File: config.mk
export PLATFORM = sky130hd
export DESIGN_NAME = sram_array
export DESIGN_NICKNAME = d
export VERILOG_FILES = /design/src/rtl/sram_array.sv
export SDC_FILE = /design/constraint.sdc
export NUM_CORES = 1
export LEC_CHECK = 0
export ABC_CLOCK_PERIOD_IN_PS = 1900
export CAP_MARGIN = 0
export CORE_MARGIN = 2
export CORE_UTILIZATION = 59
export CTS_CLUSTER_DIAMETER = 40
export DETAILED_ROUTE_END_ITERATION = 10
export MAX_ROUTING_LAYER = met4
export PLACE_DENSITY = 0.85
export RECOVER_POWER = 50
export SYNTH_ARGS = -nofsm -noshare
export SYNTH_HDL_FRONTEND = slang
export SYNTH_SLANG_ARGS = --single-unit
File: constraint.sdc
create_clock -name clk -period 1.9 [get_ports clk]
set_input_delay 0.38 -clock clk [delete_from_list [all_inputs] [get_ports clk]]
set_output_delay 0.38 -clock clk [all_outputs]
set_load 0.03 [all_outputs]
File: src/rtl/sram_array.sv
// sram_array: parametrised synchronous SRAM with a registered read port,
// a post-reset hardware clear sequence (busy) and dropped-request reporting.
// Access convention: sel=1 requests an access, RW=1 read, RW=0 write.
// Optional feature macro: SRAM_WRITE_THROUGH_EN -- when defined, a write also
// drives dout<=din and pulses dout_valid.
module sram_array #(
   parameter int DATA_W = 8,
   parameter int ADDR_W = 4
) (
   input  logic              clk,
   input  logic              rst,
   input  logic              sel,
   input  logic              RW,
   input  logic [ADDR_W-1:0] addr,
   input  logic [DATA_W-1:0] din,
   output logic [DATA_W-1:0] dout,
   output logic              dout_valid,
   output logic              busy,
   output logic              req_drop
);

   localparam int DEPTH = 1 << ADDR_W;

   localparam logic [0:0] CLEAR = 1'b0;
   localparam logic [0:0] IDLE  = 1'b1;

   logic [0:0]        state;
   logic [ADDR_W-1:0] ptr;
   logic [DATA_W-1:0] mem [DEPTH];

   logic clear_last;
   logic do_read;
   logic do_write;

   // The clear pointer reaches its terminal word when every bit is set.
   assign clear_last = &ptr;
   assign do_read    = (state == IDLE) && sel && RW;
   assign do_write   = (state == IDLE) && sel && !RW;

   // busy is the registered CLEAR state itself, so it falls on the terminal edge.
   assign busy = (state == CLEAR);

   // Sequencer: walk the clear pointer once after reset, then park in IDLE.
   // NOTE: sequential state uses non-blocking (<=) so every register samples
   // pre-edge values; blocking here would create order-dependent behaviour.
   always_ff @(posedge clk or posedge rst) begin
      if (rst) begin
         state <= CLEAR;
         ptr   <= '0;
      end else if (state == CLEAR) begin
         ptr   <= clear_last ? '0 : ptr + ADDR_W'(1);
         state <= clear_last ? IDLE : CLEAR;
      end
   end

   // Output register: read data, its valid pulse, and the drop pulse.
   always_ff @(posedge clk or posedge rst) begin
      if (rst) begin
         dout       <= '0;
         dout_valid <= 1'b0;
         req_drop   <= 1'b0;
      end else begin
         req_drop <= (state == CLEAR) && sel;
`ifdef SRAM_WRITE_THROUGH_EN
         dout_valid <= do_read || do_write;
         if (do_read)
            dout <= mem[addr];
         else if (do_write)
            dout <= din;
`else
         dout_valid <= do_read;
         if (do_read)
            dout <= mem[addr];
`endif
      end
   end

   // Storage: zeroed word by word during CLEAR, written by accepted writes.
   // NOTE: the array has no reset term on purpose; an async reset on every
   // word would prevent RAM inference, so the CLEAR walk zeroes it instead.
   always_ff @(posedge clk) begin
      if (state == CLEAR)
         mem[ptr] <= '0;
      else if (do_write)
         mem[addr] <= din;
   end

endmodule

==> results of run 1 <==
[state kept, by name, summed over array words and instances, names as in the netlist]
signal,flops
dout_valid,1
req_drop,1
state,1
ptr,4
mem,128
dout,8
[layer usage]
layer	GRT usage	vias to the layer above	wire, microns
met1	0.3469	1585	4836
met4	0.09436	0	346
met5	-	-	0
met3	0.06224	35	1050
li1	-	1351	-
met2	0.3932	191	5975
[area by class of cell]
cell class | count | share of cell area
Clock inverter | 14 | 0.02374
Timing Repair Buffer | 74 | 0.09263
Sequential cell | 143 | 0.6018
Inverter | 4 | 0.002142
Tap cell | 129 | 0.02302
Multi-Input combinational cell | 137 | 0.1970
Clock buffer | 18 | 0.05961
[power groups by stage]
stage / clock network [mW] / registers [mW] / logic (mW)
global route: 3.39 / 3.46 / 0.413
finish: 3.25 / 3.46 / 0.388
detailed placement: 0 / 3.52 / 0.395
floorplan: 0 / 3.56 / 0.176
CTS: 3.27 / 3.46 / 0.387
global placement: 0 / 3.52 / 0.385
[what timing repair did]
action,in CTS,in global routing
setup endpoints to repair,10,41
setup buffers,0,0
hold buffers,0,0
gates cloned,0,0
resized for setup,10,7
[cells by family after synthesis]
| family | synth area share |
|---|---|
| xor gates and xnor gates | 0.001547 |
| adders and majority gates | 0.002209 |
| AOI/OAI and AO/OA | 0.02850 |
| and+or+nand+nor | 0.05303 |
| buffers and inverters | 0.01524 |
| muxes | 0.1544 |
| DFF | 0.7450 |
[stage by stage]
| step | power (mW) | hold WS [ns] |
|---|---|---|
| 3_5_place_dp | 3.916 | 0.5199 |
| 5_1_grt | 7.264 | 0.4614 |
| 4_1_cts | 7.113 | 0.2861 |
| 6_report | 7.094 | 0.4194 |
| 3_3_place_gp | 3.905 | 0.5024 |
| 2_1_floorplan | 3.731 | 0.2815 |
[cell usage in the layout (no fill, tap or decap), types with 9 or more instances in the layout]
cell	Yosys	final
mux2_2	9	9
buf_4	0	43
edfxtp_1	128	128
clkdlybuf4s50_1	0	13
clkbuf_16	0	16
mux4_2	29	29
dlygate4sd2_1	0	10
mux2i_1	12	12
dfrtp_1	15	15
nor2_1	31	30
[path summary, 6_finish.rpt]
kind	from	endpoint	slack (ns)	depth (start not counted)
max reg2reg	state$_DFF_PP0_	mem[9][7]$_DFFE_PP_	0.06	6
min reg2reg	dout[6]$_DFFE_PP0P_	dout[6]$_DFFE_PP0P_	0.52	2
min	rst	dout_valid$_DFF_PP0_	0.42	2
max in group asynchronous	rst	dout[3]$_DFFE_PP0P_	1.03	2
min in group clk	addr[0]	dout[6]$_DFFE_PP0P_	0.51	4
max	req_drop$_DFF_PP0_	req_drop	0.04	1
==> reports/metrics.yaml, run 1 <==
clocking:
  clk_pin_slew_ns: 0.06
  cts_sinks: 143
  cts_buffers: 17
  cts_buffer_depth: 2
  cts_root_buffer: "clkbuf_8"
  cts_tree: "done"
  insertion_delay_ns: 0.51
  h-tree-depth: 4
logic_synthesis:
  synth_area_sq_mm: 0.005663
  synth_edf_count: 128
  yosysMostFrequentCell: "edfxtp_1"
  synth_common_cells: "128 x edfxtp_1, 31 x nor2_1, 29 x mux4_2, 15 x dfrtp_1, 12 x mux2i_1"
  yosysTopAreaCell: "edfxtp_1"
  ys_warn_count: 0
  ys_ff_latch: 143
  ys.flop_type: "edfxtp_1"
  yosys-top-cells-area: "edfxtp_1 68%, mux4_2 12%, dfrtp_1 6.6%, mux2i_1 2.1%, nor2_1 2.1%"
  async_flop_share: 0.1049
  avgSynthCellArea_sq_um: 19.07
  yosysUniqueCellTypes: 32
  seq_area_frac_synth: 0.7450
  netlist_instances: 297
  synthesis.nets: 314
  synth_top_area_share: 0.6787
layout:
  layout-drive-gt1-share: 0.3103
  seqCellArea_sq_mm: 0.004219
  diodes: 0
  final_cell_area_sq_mm: 0.007010
  multiInputGateArea_sq_mm: 0.001381
  layout.cells.non_filler: 519
  fin_nets: 394
  final_core_util: 0.7551
  fill_cells: 525
  area_growth_pct: 23.80
global_route:
  grt_usage: 0.2584
  grt_pass1_wl_microns: 18280
  antenna_found_initial: 0
  grt_max_degree: 23
  first_global_vias: 3276
  grt-ovfl-total: 0
floorplanning:
  dieArea_sq_mm: 0.01040
  die_y_microns: 102.0
  die_w_microns: 102.0
  row_count: 35
  core_sq_mm: 0.009284
  io_pins: 27
  initial_core_util: 0.6100
power_and_ir_drop:
  combinationalPowerShare: 0.055
  power.share.clock: 0.458
  p_leak_nw: 2.763
  switching_share: 0.2093
  seqPwrFrac: 0.487
  powerDensity_mw_per_mm2: 1012
  power.internal_mw: 5.610
  switching_power_mw: 1.484
  peakVddDrop_v: 0.0007037
sta:
  slew_headroom: 0.5384
  worst_pin_slew_ns: 0.6916
  fin_worst_skew_ns: 0.01110
  fin_crit_ns: 1.860
  hold_viol: 0
  max_freq_ghz: 0.5376
  fin_ws_ns: 0.03999
  setup_violations: 0
  final.period_utilization: 0.9790
  slew_violations: 0
  tns_ns: 0
placement:
  dp.cells: 487
  place_area_sq_mm: 0.006419
  place_worst_setup_slack_ns: -0.2905
  io_buffers: 26
  gp_congestion: 0.9226
  dp_hpwl_microns: 7511
critical_path:
  path_max_fanout: 1
  required_ns: 1.52
  worst_ep_arrival_time_ns: 1.48
  crit_path_start_kind: "register"
  worstSetupPathType: "reg -> out"
  crit_buf_inv: 1
  path_cells: "clkdlybuf4s50_1"
  critical-path-slowest-cell: "clkdlybuf4s50_1"
  critPathCaptureType: "output port"
  critical_path.top_delay_family: "buffers and inverters"
  critical-path-max-stage-delay_ns: 0.66
worst_hold_path:
  hold_class: "in -> async"
drt:
  vias: 3162
  drt-pass1-iter-count: 5
  avgRoutedWirePerCell_microns: 23.52
  detail-route-antenna-nets: 0
  viasPerCell: 6.092
  drt-total-wl_microns: 12210
  dr.first_iter.drc_count: 324
  drc: 0
run_status:
  run_status: "finished clean"
job:
  maxCapViolations: 0
Power figures use the tool's default switching activity.
==> run 2: changes to the inputs <==
--- a/config.mk
+++ b/config.mk
@@ -5,6 +5,7 @@
 export SDC_FILE = /design/constraint.sdc
 export NUM_CORES = 1
 export LEC_CHECK = 0
+export ABC_AREA = 1
 export ABC_CLOCK_PERIOD_IN_PS = 1900
 export CAP_MARGIN = 0
 export CORE_MARGIN = 2
@@ -13,7 +14,6 @@
 export DETAILED_ROUTE_END_ITERATION = 10
 export MAX_ROUTING_LAYER = met4
 export PLACE_DENSITY = 0.85
-export RECOVER_POWER = 50
 export SYNTH_ARGS = -nofsm -noshare
 export SYNTH_HDL_FRONTEND = slang
 export SYNTH_SLANG_ARGS = --single-unit
==> run 2 against run 1 <==
Via count rose by 39%. Core utilization decreased by 1.8 points. Critical endpoint is now busy. Clock-buffer cell count unchanged. Combinational power grew 33%. Synthesized cell count up 82%. Largest cell class unchanged. Critical path type unchanged. Clock skew fell by 0.0030 ns. Setup slack improved by 0.050 ns. Clock power fell by 2%. Fmax up 2.8%. Global-route usage increased by 4.1 points. Highest routed layer unchanged.
==> reports/metrics.yaml, run 2 <==
floorplanning:
  initial_core_util: 0.6096
  core_sq_mm: 0.009774
  io_pins: 27
  row_count: 36
  die_y_microns: 104.5
  dieArea_sq_mm: 0.01092
  die_w_microns: 104.5
logic_synthesis:
  synth_area_sq_mm: 0.005958
  synth_common_cells: "207 x nand2_1, 128 x edfxtp_1, 101 x nand3_1, 24 x inv_1, 21 x nor2_1"
  avgSynthCellArea_sq_um: 10.99
  ys.flop_type: "edfxtp_1"
  synth_edf_count: 128
  yosysMostFrequentCell: "nand2_1"
  ys_ff_latch: 143
  synthesis.nets: 559
  seq_area_frac_synth: 0.7081
  netlist_instances: 542
  yosysTopAreaCell: "edfxtp_1"
  async_flop_share: 0.1049
  ys_warn_count: 0
  yosysUniqueCellTypes: 23
  synth_top_area_share: 0.6451
  yosys-top-cells-area: "edfxtp_1 65%, nand2_1 13%, nand3_1 8.5%, dfrtp_1 6.3%, inv_1 1.5%"
drt:
  detail-route-antenna-nets: 0
  drt-total-wl_microns: 14770
  viasPerCell: 5.847
  avgRoutedWirePerCell_microns: 19.62
  dr.first_iter.drc_count: 635
  drt-pass1-iter-count: 7
  vias: 4403
  drc: 0
power_and_ir_drop:
  total_power_mw: 7.155
  powerDensity_mw_per_mm2: 992.7
  p_leak_nw: 3.120
  peakVddDrop_v: 0.0008488
clocking:
  cts_tree: "done"
  cts_buffers: 17
  insertion_delay_ns: 0.52
  clk_pin_slew_ns: 0.06
  h-tree-depth: 4
  cts_root_buffer: "clkbuf_8"
  postCtsHoldBufs: 0
  cts_sinks: 143
  cts_buffer_depth: 2
critical_path:
  path_max_fanout: 4
  critical-path-max-stage-delay_ns: 0.45
  worst_ep_arrival_time_ns: 1.43
  rrSetupSlack_ns: 0.12
  crit_path_start_kind: "register"
  worstSetupPathType: "reg -> out"
  required_ns: 1.52
  crit_buf_inv: 2
  critical_path.top_delay_family: "buffers and inverters"
  path_cells: "inv_2 -> dlygate4sd2_1"
  critPathCaptureType: "output port"
  critical-path-slowest-cell: "dfrtp_2"
placement:
  dp_hpwl_microns: 9432
  place_area_sq_mm: 0.006633
  gp_congestion: 0.8877
  io_buffers: 26
sta:
  setup_violations: 0
  slew_headroom: 0.6328
  slew_violations: 0
  holdWs_ns: 0.2312
  fin_worst_skew_ns: 0.008074
  tns_ns: 0
  worst_pin_slew_ns: 0.5503
  rsz0062_at_grt: "false"
  fin_crit_ns: 1.810
  final.period_utilization: 0.9527
  hold_viol: 0
  max_freq_ghz: 0.5525
global_route:
  first_global_vias: 4406
  grt_usage: 0.2995
  top_usage_layer: "met2"
  grt-ovfl-total: 0
  met2_usage: 0.4743
  met1_usage: 0.3730
  grt_pass1_wl_microns: 23440
  grt_max_degree: 33
  antenna_found_initial: 0
  grt_util_met3: 0.08020
layout:
  diodes: 0
  largest_register: "mem"
  layout-drive-gt1-share: 0.1371
  mostFrequentLayoutCells: "207 x nand2_1, 128 x edfxtp_1, 101 x nand3_1"
  fill_cells: 605
  largestRegisters: "mem (128), dout (8), ptr (4)"
  largest_reg_flops: 128
  area_growth_pct: 20.98
  final_cell_area_sq_mm: 0.007208
  final_common_cell: "nand2_1"
  fin_nets: 625
run_status:
  run_status: "finished clean"
job:
  maxCapViolations: 0
worst_hold_path:
  hold_class: "in -> async"
run 2: path summary, 6_finish.rpt:
| kind | startpoint | end | cells past startpoint |
|---|---|---|---|
| max | state$_DFF_PP0_ | busy | 2 |
| min | rst | ptr[1]$_DFFE_PP0N_ | 2 |
| max reg2reg | state$_DFF_PP0_ | mem[2][6]$_DFFE_PP_ | 5 |
| min reg2reg | dout[2]$_DFFE_PP0P_ | dout[2]$_DFFE_PP0P_ | 2 |
| max in group asynchronous | rst | state$_DFF_PP0_ | 2 |
| min in group clk | dout[2]$_DFFE_PP0P_ | dout[2]$_DFFE_PP0P_ | 2 |
run 2: cells by family after synthesis:
family | after synthesis | share of synthesized area
AO/OA/AOI/OAI | 8 | 0.007350
XOR/XNOR | 1 | 0.001470
buffers and inverters | 53 | 0.04158
flip-flops | 143 | 0.7081
AND/OR/NAND/NOR | 336 | 0.2394
adder cells (fa/ha/maj) | 1 | 0.002100
run 2: layout make-up:
class                   instances  area (sq um)  share of cell area
repair buffers                 72         656.9             0.09113
inverters                      28         107.6             0.01493
well taps                     133         166.4             0.02309
multi-input cells             346          1491              0.2069
clock buffers                  18         417.9             0.05798
clock inverters                13         147.6             0.02048
flip-flops and latches        143          4220              0.5855
run 2: through the flow:
stage,std cells,util,setup WS [ns]
after global placement,720,0.6786,-0.3289
final,753,0.7375,0.08990
after detailed placement,720,0.6786,-0.3510
after floorplan,542,-,-0.09498
after CTS,751,0.7354,0.002187
after global routing,753,0.7375,0.03660
run 2: routing by layer:
metal / vias up / part of all wire
met5: - / 0
met4: 0 / 0.031
met3: 42 / 0.11
met2: 322 / 0.49
met1: 2070 / 0.36
li1: 1969 / -
run 2: what timing repair did:
| action | CTS | global route |
|---|---|---|
| hold endpoints to repair | 0 | 0 |
| pin swaps | 0 | 0 |
| setup buffers | 0 | 2 |
| setup endpoints to repair | 17 | 19 |
| resized for setup | 10 | 2 |
run 2: report_power, final:
group	switching [mW]	total, mW	internal, mW
logic	0.347	0.516	0.169
registers	0.0123	3.46	3.45
clock network	1.21	3.18	1.97
total	1.57	7.16	5.59
==> run 3: changes to the inputs <==
--- a/config.mk
+++ b/config.mk
@@ -14,6 +14,7 @@
 export DETAILED_ROUTE_END_ITERATION = 10
 export MAX_ROUTING_LAYER = met4
 export PLACE_DENSITY = 0.85
+export SLEW_MARGIN = 20
 export SYNTH_ARGS = -nofsm -noshare
 export SYNTH_HDL_FRONTEND = slang
 export SYNTH_SLANG_ARGS = --single-unit
==> results of run 3 <==
No change in the layout: final DEF, timing and power equal those of run 2.
==> patch, RTL diff (config.mk and constraints of run 1) <==
Add a define of `SRAM_WRITE_THROUGH_EN`.
--- a/src/rtl/sram_array.sv
+++ b/src/rtl/sram_array.sv
@@ -3,6 +3,8 @@
 // Access convention: sel=1 requests an access, RW=1 read, RW=0 write.
 // Optional feature macro: SRAM_WRITE_THROUGH_EN -- when defined, a write also
 // drives dout<=din and pulses dout_valid.
+`define SRAM_WRITE_THROUGH_EN
+
 module sram_array #(
    parameter int DATA_W = 8,
    parameter int ADDR_W = 4
Check against the original RTL: same outputs for any inputs over 10 cycles, from zero or initial values and one cycle with rst high; that may be too few to reach the edited logic, so the function may still have changed.
==> patch against run 1 <==
Critical path depth grew 4; the flow now finishes with violations (setup timing); design area grew 0.50%; sequential share of layout area shrank 0.30 points; routed wire length grew 13%; power grew 0.29%; largest cell class unchanged; setup slack lost 0.052 ns; final cell count grew 9.6%; sequential cell count is the same; register-to-register slack lost 0.07 ns; count of clock-buffer cells in the layout grew 2; area after synthesis grew 2.1%; synthesized cell count grew 18%.
==> patch: results (changes against run 1) <==
[status]
status = complete, but fails checks  ; was complete, no violations
violations = setup timing

[synthesis]
synth.cells.most_frequent = edfxtp_1 (128), nor2_1 (38), mux2i_1 (32), nand2_1 (21), a21oi_1 (19)  ; was edfxtp_1 (128), nor2_1 (31), mux4_2 (29), dfrtp_1 (15), mux2i_1 (12)
synth_cells = 350  ; was 297
ys_warn_count = 0  ; unchanged
seq_area_frac_synth = 0.730  ; was 0.745
synthXorXnorAreaFrac = 0.00152  ; was 0.00155
synth_fa_ha_area_frac = 0.00216  ; was 0.00221
synth_compound_area_frac = 0.0598  ; was 0.0285
synthArstFlopShare = 0.105  ; unchanged
yosys.cell_types.count = 32  ; unchanged
synth_edf_count = 128  ; unchanged
syn_nets = 367  ; was 314
synth_area_leaders = edfxtp_1 (67%), dfrtp_1 (6.5%), mux4_2 (6.2%)  ; was edfxtp_1 (68%), mux4_2 (12%), dfrtp_1 (6.6%)
synth_mux_area_frac = 0.120  ; was 0.154

[pwr]
ir_drop_uv = 815  ; was 704 uV
internal_power_w = 0.00559  ; was 0.00561 W
p_leak_nw = 2.78  ; was 2.76 nW

[cts]
insertion_delay_ns = 0.52
clockBufferDepth = 2  ; unchanged
cts-buffers-inserted = 17  ; unchanged
htreeDepth = 4  ; unchanged
clkTransAtPathRegs_ns = 0.06  ; about the same
postCtsSetupBuffers = 0  ; unchanged
cts_root_buf = clkbuf_8  ; unchanged
cts_resized = 13  ; was 10

[timing]
fin_crit_sh = 1.01  ; was 0.979
fin_skew_ns = 0.00749  ; was 0.0111 ns
slew-limit-headroom = 0.522  ; was 0.538
setup_slack_ns = -0.0124  ; was 0.0400 ns
setup_viol = 14  ; was 0

[drt]
wl_per_cell_um = 24.2  ; was 23.5 um
drt-pass1-iter-count = 6  ; was 5
drtIter0Drc = 496  ; was 324
num_vias = 3582  ; was 3162

[placement]
dp_hpwl_um = 8240  ; was 7510 um
io_buffer_count = 26  ; unchanged
place_inst = 537  ; was 487
gp_congestion = 1.00  ; was 0.923
placed_area_sq_mm = 0.00653  ; was 0.00642 sq mm

[global_route]
antenna_found_initial = 0  ; unchanged
met3_usage = 0.0637  ; was 0.0622
global_route.usage.met2 = 0.476  ; was 0.393
grt_max_degree = 26  ; was 23
grt_use_met1 = 0.379  ; was 0.347
grt_pass1_wl_um = 21000  ; was 18300 um
grt_usage = 0.296  ; was 0.258

[worst_hold_path]
hold_path_class = input port to async pin  ; unchanged

[cells_and_area]
top_regs = mem: 128 flops, dout: 8 flops, ptr: 4 flops  ; unchanged
drive_above_1_share = 0.227  ; was 0.310
final_cell_count_no_fill = 569  ; was 519
layout.nets = 440  ; was 394
diodes = 0  ; unchanged

[critical_path]
cp.arrival_ns = 2.19  ; was 1.48 ns
cp_max_fo = 10  ; was 1

[flow_run]
maxCapViolCount = 0  ; unchanged

patch: kinds of logic after synthesis:
group | after synthesis
compound gates | 52
xor+xnor | 1
fa+ha+maj | 1
buf+inv | 24
flops | 143
mux | 49
simple gates | 80
patch: routing by layer:
layer,routed length (um),vias up
met5,0,-
met1,5150,1800
met4,348,0
li1,-,1512
met3,1070,36
met2,7210,234
patch: area by class of cell:
cell class              instances  area [sq um]
clock buffers                  20           425
clock inverters                12           146
fillers                       564          2590
inverters                       7          26.3
multi-input cells             183          1440
flip-flops and latches        143          4220
well taps                     133           166
repair buffers                 71           623
patch: metrics by stage:
step / TNS [ns] / setup slack, ns
2_1_floorplan: 0 / 0.0467
3_3_place_gp: -40.00 / -0.305
3_5_place_dp: -51.17 / -0.346
4_1_cts: 0 / 0.00471
5_1_grt: -0.742 / -0.0432
6_report: -0.100 / -0.0124
patch: worst paths after layout:
path / from / to / slack, ns / depth (start not counted)
setup / recovery: state / mem[0][2] / -0.01 / 5
hold / removal: rst / dout[2] / 0.36 / 2
setup reg to reg: state / mem[0][2] / -0.01 / 5
hold reg to reg: state / req_drop / 0.54 / 1
max in group asynchronous: rst / dout[0] / 1.17 / 2
min in group clk: state / req_drop / 0.54 / 1
patch: worst max-delay path, stage by stage (launching register included):
cell and delay [ns]:
dfrtp_1 0.43, and3b_2 0.38, nor3_1 0.10, a31oi_1 0.40, nor2_1 0.13, buf_4 0.21
patch: power by group through the flow:
stage / sequential, W / clock [W] / combinational [W]
floorplan: 0.00356 / 0 / 0.000204
global placement: 0.00352 / 0 / 0.000433
detailed placement: 0.00352 / 0 / 0.000446
CTS: 0.00345 / 0.00324 / 0.000440
global route: 0.00346 / 0.00337 / 0.000458
finish: 0.00346 / 0.00323 / 0.000433
